$ cat config.mk
export PLATFORM = sky130hd
export DESIGN_NAME = div_seq_ctrl_flat
export DESIGN_NICKNAME = d
export VERILOG_FILES = /design/src/rtl/div_seq_ctrl_if.sv /design/src/rtl/div_seq_ctrl.sv /design/src/flat_wrapper.sv
export SDC_FILE = /design/constraint.sdc
export NUM_CORES = 1
export LEC_CHECK = 0
export CORE_MARGIN = 1.5
export CORE_UTILIZATION = 36
export CTS_CLUSTER_SIZE = 30
export DETAILED_ROUTE_END_ITERATION = 6
export PLACE_DENSITY_LB_ADDON = 0.2
export SLEW_MARGIN = 20
export SYNTH_ARGS = -nofsm -noshare
export SYNTH_HDL_FRONTEND = slang
export SYNTH_SLANG_ARGS = --single-unit
$ cat constraint.sdc
create_clock -name clk -period 1.6 [get_ports clk]
set_clock_uncertainty 0.2 [all_clocks]
set_input_delay 0.32 -clock clk [delete_from_list [all_inputs] [get_ports clk]]
set_output_delay 0.32 -clock clk [all_outputs]
set_load 0.1 [all_outputs]
$ cat src/rtl/div_seq_ctrl_if.sv
// div_seq_ctrl_if: dividend/divisor AXI-stream channels and result channel between sequencer and divider IP.
interface div_seq_ctrl_if #(parameter int DATA_W = 32);
    logic                  s_dividend_tvalid;
    logic                  s_dividend_tready;
    logic [DATA_W-1:0]     s_dividend_tdata;
    logic                  s_divisor_tvalid;
    logic                  s_divisor_tready;
    logic [DATA_W-1:0]     s_divisor_tdata;
    logic                  m_dout_tvalid;
    logic [2*DATA_W-1:0]   m_dout_tdata;
    modport master (
        output s_dividend_tvalid, s_dividend_tdata, s_divisor_tvalid, s_divisor_tdata,
        input  s_dividend_tready, s_divisor_tready, m_dout_tvalid, m_dout_tdata
    );
    modport slave (
        input  s_dividend_tvalid, s_dividend_tdata, s_divisor_tvalid, s_divisor_tdata,
        output s_dividend_tready, s_divisor_tready, m_dout_tvalid, m_dout_tdata
    );
endinterface

$ cat src/rtl/div_seq_ctrl.sv
// div_seq_ctrl: issues one div/divu to the divider IP over AXI-stream and registers its result.
// Define DIV_ZERO_BYPASS_EN to answer divide-by-zero locally without using the IP.
module div_seq_ctrl #(
    parameter int DATA_W      = 32,
    parameter bit RES_QUOT_HI = 1'b1
) (
    input  logic              clk,
    input  logic              resetn,
    input  logic              start,
    input  logic              is_signed,
    input  logic [DATA_W-1:0] dividend,
    input  logic [DATA_W-1:0] divisor,
    input  logic              cancel,
    output logic              busy,
    output logic              done,
    output logic [DATA_W-1:0] quotient,
    output logic [DATA_W-1:0] remainder,
    output logic              div_signed,
    div_seq_ctrl_if.master    axis
);
    typedef enum logic [2:0] {IDLE, SEND, WAIT, DONE, DRAIN} state_t;
    state_t state, state_n;
    logic dvd_v, dvs_v, dvd_v_n, dvs_v_n, cancel_pend;
    logic [DATA_W-1:0] dvd_d, dvs_d, res_hi, res_lo;
    logic launch, bypass, capture;
`ifdef DIV_ZERO_BYPASS_EN
    assign bypass = divisor == '0;
`else
    assign bypass = 1'b0;
`endif
    assign launch  = state == IDLE && start && !cancel;
    assign capture = state == WAIT && axis.m_dout_tvalid && !cancel;
    assign res_hi  = axis.m_dout_tdata[2*DATA_W-1:DATA_W];
    assign res_lo  = axis.m_dout_tdata[DATA_W-1:0];
    // A channel's valid only falls on its own handshake, so cancel cannot break the stream protocol.
    assign dvd_v_n = dvd_v && !axis.s_dividend_tready;
    assign dvs_v_n = dvs_v && !axis.s_divisor_tready;
    assign busy    = state != IDLE;
    assign done    = state == DONE && !cancel;
    assign axis.s_dividend_tvalid = dvd_v;
    assign axis.s_divisor_tvalid  = dvs_v;
    assign axis.s_dividend_tdata  = dvd_d;
    assign axis.s_divisor_tdata   = dvs_d;
    always_comb begin
        state_n = state;
        case (state)
            IDLE:    if (launch) state_n = bypass ? DONE : SEND;
            SEND:    if (!dvd_v_n && !dvs_v_n) state_n = (cancel_pend || cancel) ? DRAIN : WAIT;
            WAIT:    if (axis.m_dout_tvalid) state_n = cancel ? IDLE : DONE;
                     else if (cancel) state_n = DRAIN;
            DONE:    state_n = IDLE;
            DRAIN:   if (axis.m_dout_tvalid) state_n = IDLE;
            default: state_n = IDLE;
        endcase
    end
    always_ff @(posedge clk or negedge resetn)
        if (!resetn) state <= IDLE;
        else         state <= state_n;
    always_ff @(posedge clk or negedge resetn) begin
        if (!resetn) begin
            dvd_v       <= 1'b0;
            dvs_v       <= 1'b0;
            dvd_d       <= '0;
            dvs_d       <= '0;
            div_signed  <= 1'b0;
            quotient    <= '0;
            remainder   <= '0;
            cancel_pend <= 1'b0;
        end else begin
            dvd_v       <= launch ? !bypass : dvd_v_n;
            dvs_v       <= launch ? !bypass : dvs_v_n;
            cancel_pend <= state_n == IDLE ? 1'b0 : cancel_pend || (state == SEND && cancel);
            if (launch) begin
                dvd_d      <= dividend;
                dvs_d      <= divisor;
                div_signed <= is_signed;
            end
            if (launch && bypass) begin
                quotient  <= '1;
                remainder <= dividend;
            end else if (capture) begin
                quotient  <= RES_QUOT_HI ? res_hi : res_lo;
                remainder <= RES_QUOT_HI ? res_lo : res_hi;
            end
        end
    end
endmodule

$ cat src/flat_wrapper.sv
// flat-port wrapper written by rule: the top's interface ports become plain ports
module div_seq_ctrl_flat 
#(
    parameter int DATA_W      = 32,
    parameter bit RES_QUOT_HI = 1'b1
)
  (clk, resetn, start, is_signed, dividend, divisor, cancel, busy, done, quotient, remainder, div_signed, axis_s_dividend_tvalid, axis_s_dividend_tdata, axis_s_divisor_tvalid, axis_s_divisor_tdata, axis_s_dividend_tready, axis_s_divisor_tready, axis_m_dout_tvalid, axis_m_dout_tdata);
  div_seq_ctrl_if #(.DATA_W(DATA_W)) axis_i ();
  input  logic clk;
  input  logic resetn;
  input  logic start;
  input  logic is_signed;
  input  logic [DATA_W-1:0] dividend;
  input  logic [DATA_W-1:0] divisor;
  input  logic cancel;
  output logic busy;
  output logic done;
  output logic [DATA_W-1:0] quotient;
  output logic [DATA_W-1:0] remainder;
  output logic div_signed;
  output wire logic [$bits(axis_i.s_dividend_tvalid)-1:0] axis_s_dividend_tvalid;
  output wire logic [$bits(axis_i.s_dividend_tdata)-1:0] axis_s_dividend_tdata;
  output wire logic [$bits(axis_i.s_divisor_tvalid)-1:0] axis_s_divisor_tvalid;
  output wire logic [$bits(axis_i.s_divisor_tdata)-1:0] axis_s_divisor_tdata;
  input wire logic [$bits(axis_i.s_dividend_tready)-1:0] axis_s_dividend_tready;
  input wire logic [$bits(axis_i.s_divisor_tready)-1:0] axis_s_divisor_tready;
  input wire logic [$bits(axis_i.m_dout_tvalid)-1:0] axis_m_dout_tvalid;
  input wire logic [$bits(axis_i.m_dout_tdata)-1:0] axis_m_dout_tdata;
  assign axis_s_dividend_tvalid = axis_i.s_dividend_tvalid;
  assign axis_s_dividend_tdata = axis_i.s_dividend_tdata;
  assign axis_s_divisor_tvalid = axis_i.s_divisor_tvalid;
  assign axis_s_divisor_tdata = axis_i.s_divisor_tdata;
  assign axis_i.s_dividend_tready = axis_s_dividend_tready;
  assign axis_i.s_divisor_tready = axis_s_divisor_tready;
  assign axis_i.m_dout_tvalid = axis_m_dout_tvalid;
  assign axis_i.m_dout_tdata = axis_m_dout_tdata;
  div_seq_ctrl #(.DATA_W(DATA_W), .RES_QUOT_HI(RES_QUOT_HI)) u_core (.clk(clk), .resetn(resetn), .start(start), .is_signed(is_signed), .dividend(dividend), .divisor(divisor), .cancel(cancel), .busy(busy), .done(done), .quotient(quotient), .remainder(remainder), .div_signed(div_signed), .axis(axis_i));
endmodule
==> impl_summary.log <==
INFO  metric final_antenna_net_count = 0
INFO  metric groute.usage.overall = 21.1%
INFO  metric routed_wire_length_per_instance = 19.3 um
INFO  metric design.core.area = 0.0144 mm^2
INFO  metric synth-edff-count = 0
INFO  metric grt_setup_unrepaired = true
INFO  metric wl_met1 = 6.11 mm
INFO  metric wl_met2 = 8.82 mm
INFO  metric dr.pass1.iters = 4
INFO  metric classification_of_the_worst_slack_hold_path = primary input to asynchronous set/reset pin
INFO  metric dp_worst_setup_slack = -512 ps
INFO  metric buffer_ports.inserted = 268
INFO  metric layout.nets = 767
INFO  metric synth_area_leaders = dfrtp_1, mux2_2, mux2_4, buf_6, mux2_1
INFO  metric critPathArrivalTime = 1510 ps
INFO  metric cts-buffers-inserted = 17
INFO  metric n_antenna_cell = 0
INFO  metric worst-setup-path-type = flop to output pin
INFO  metric yosys_warnings = 0
INFO  metric failed_checks = negative setup slack
INFO  metric wl_met3 = between 800 and 900 um
INFO  metric route.vias.total = 3850
INFO  metric critPathRequiredTime = 1080 ps
INFO  metric synth.largest_area_cell = dfrtp_1
INFO  metric synthesis.area_per_instance = 17.4 um^2
INFO  metric die_w = 124 um
INFO  metric max_stage_delay = 400 ps
INFO  metric final.min_clock_period = ~2000 ps
INFO  metric finalHoldViolations = 0
INFO  metric antenna_found_initial = 0
INFO  metric critPathCaptureType = output pin
INFO  metric area_growth = 111%
INFO  metric maxSlewHeadroom = 80.0%
INFO  metric cp_slowest_cell = or3_4
INFO  metric worst_skew_pair.late_latency = 410 ps
INFO  metric overflow = 0
INFO  metric detailedPlacementHpwl = 10.8 mm
INFO  metric path_cells = buf_6, or3_4, buf_12
INFO  metric boundaryPins = 269
INFO  metric gp_congestion = between 0.7 and 0.8
INFO  metric post_dp_cell_area = 0.00965 mm^2
INFO  metric top_signal_layer_used = met4
INFO  metric period_share = 127%
INFO  metric cp-start-kind = flop
INFO  metric worst_pin_slew = 300 ps
INFO  metric drive_above_1_share = between 50% and 60%
INFO  metric post-synth-top-area-fraction = 63.8%
INFO  metric numClockSinks = 135
INFO  metric finalSetupViolations = 137
INFO  metric avgViaCountPerCell = 4.65
INFO  metric post-synth-top-count-cell = dfrtp_1
INFO  metric timing.hold.ws = between 100 and 150 ps
INFO  metric synth_top_cells_by_count = dfrtp_1, mux2_2, mux2_4
INFO  metric outcome = finished with violations
INFO  metric number_of_global_route_vias_before_repair = 4353
INFO  metric syn-instance-count = 304
INFO  metric drc = 0
INFO  metric synth_cell_types = 23
INFO  metric slew_viol_final = 0
INFO  metric synth_flop_cell = dfrtp_1
INFO  metric cts_max_path_buffers = 2
INFO  metric yosys_register_bits = 135
INFO  metric total_nets_after_synthesis = 440
INFO  metric crit_path_setup_slack_layout = -429 ps
INFO  metric max_cap_viol_count = 0
INFO  metric clock-root-buffer = clkbuf_16
INFO  metric synthesis.area = 0.00529 mm^2
INFO  metric grt_pass1_wl = 24.9 mm
INFO  metric std_cell_rows = 44
INFO  metric timing.critical_path.fanout_max = 6
INFO  metric ctsHtreeMaxLevel = 4
INFO  metric yosysSeqAreaShare = 63.8%
INFO  metric fillCellCount = 813
INFO  metric cts_tree = yes
INFO  metric post-route-cell-area = roughly 0.011 mm^2
INFO  metric wl = around 16 mm
INFO  metric initial_core_util = 36.7%
INFO  metric ff2ff_setup_slack = -400 ps
INFO  metric pin_count_of_the_biggest_net_entering_global_routing = between 40 and 50
INFO  metric die_h = approximately 120 um
INFO  metric first_iter_violations = 95
INFO  metric asyncSetResetFlopFracSynth = 100%
INFO  metric design.die.area = 0.0154 mm^2
INFO  metric cts.reportedPaths.clkPinSlew = 60 ps
INFO  metric maxClockFrequency = 0.493 GHz
==> sequential cells by signal, summed over array words and instances (netlist names) <==
signal and cells:
u_core.axis.s_dividend_tdata 32, u_core.axis.s_divisor_tdata 32, u_core.quotient 32, u_core.remainder 32, u_core.state 3, u_core.axis.s_dividend_tvalid 1, u_core.axis.s_divisor_tvalid 1, u_core.cancel_pend 1
u_core.div_signed 1
==> worst max-delay path: cells and delay by family, from the launching register on <==
family	cells	cell delay [ps]
AND/OR/NAND/NOR	1	400
buffers and inverters	2	310
flip-flops	1	390
==> per-stage QoR <==
step,utilization (%),std cells,setup TNS [ps]
floorplan,-,304,-1220
global placement,66.9,758,-52390
detailed placement,66.9,758,-63660
CTS,76.3,822,-44400
global route,77.3,828,-52420
finish,77.3,828,-44500
==> path summary, 6_finish.rpt <==
check / start / to / cells after the start
worst max-delay path: u_core.state[1]$_DFF_PN0_ / busy / 3
worst min-delay path: resetn / u_core.axis.s_divisor_tdata[14]$_DFFE_PN0P_ / 2
worst max register to register: u_core.state[2]$_DFF_PN0_ / u_core.axis.s_dividend_tdata[27]$_DFFE_PN0P_ / 8
worst min register to register: u_core.axis.s_dividend_tdata[29]$_DFFE_PN0P_ / u_core.axis.s_dividend_tdata[29]$_DFFE_PN0P_ / 1
max in group asynchronous: resetn / u_core.axis.s_dividend_tdata[15]$_DFFE_PN0P_ / 3
min in group clk: dividend[29] / u_core.axis.s_dividend_tdata[29]$_DFFE_PN0P_ / 2
==> cell usage in the layout (no fill, tap or decap), drive strengths merged <==
cell type	instances
clkdlybuf4s50	133
buf	182
dlygate4sd2	1
a21boi	1
dlygate4sd3	1
clkinvlp	2
a31oi	1
clkinv	2
clkbuf	22
inv	2
mux2	130
nor3b	2
or3	1
nand3	3
nor2	2
o32a	1
a21oi	1
and3	1
bufinv	7
o21ai	1
nand2	5
a41oi	1
nand2b	3
dfrtp	135
and2b	1
bufbuf	3
==> area by class of cell <==
| type | instances | area (um^2) | area share (%) |
|---|---|---|---|
| inverter | 2 | 7.51 | 0.0673 |
| multi-input combinational | 154 | 1930 | 17.3 |
| clock inverter | 11 | 243 | 2.18 |
| timing repair buffer | 321 | 4890 | 43.9 |
| clock buffer | 21 | 470 | 4.22 |
| tap | 184 | 230 | 2.06 |
| sequential | 135 | 3380 | 30.3 |
==> repair_timing <==
action	4_1_cts	5_1_grt
pin swaps	7	4
setup endpoints to repair	132	136
hold buffers	1	0
buffers inserted	18	9
endpoints found under the hold margin	135	0
cloned	13	1
resized for setup	27	34
==> cell families (layout without fill, tap and decap cells) <==
family / count (synthesis) / in the layout / synth area share [%]
AO/OA/AOI/OAI: 6 / 6 / 0.804
buffers and inverters: 16 / 355 / 2.29
AND/OR/NAND/NOR: 17 / 18 / 1.84
multiplexers: 130 / 130 / 31.2
flip-flops: 135 / 135 / 63.8
==> metal layers <==
metal	vias to the layer above	GRT usage, %
met5	-	0
met4	0	6.22
met3	9	5.78
met2	136	37.9
met1	1972	24.4
li1	1733	-
Power is left out: the tool's default activity adds up to more than one toggle a clock period on the data nets, which glitch-free logic cannot reach.
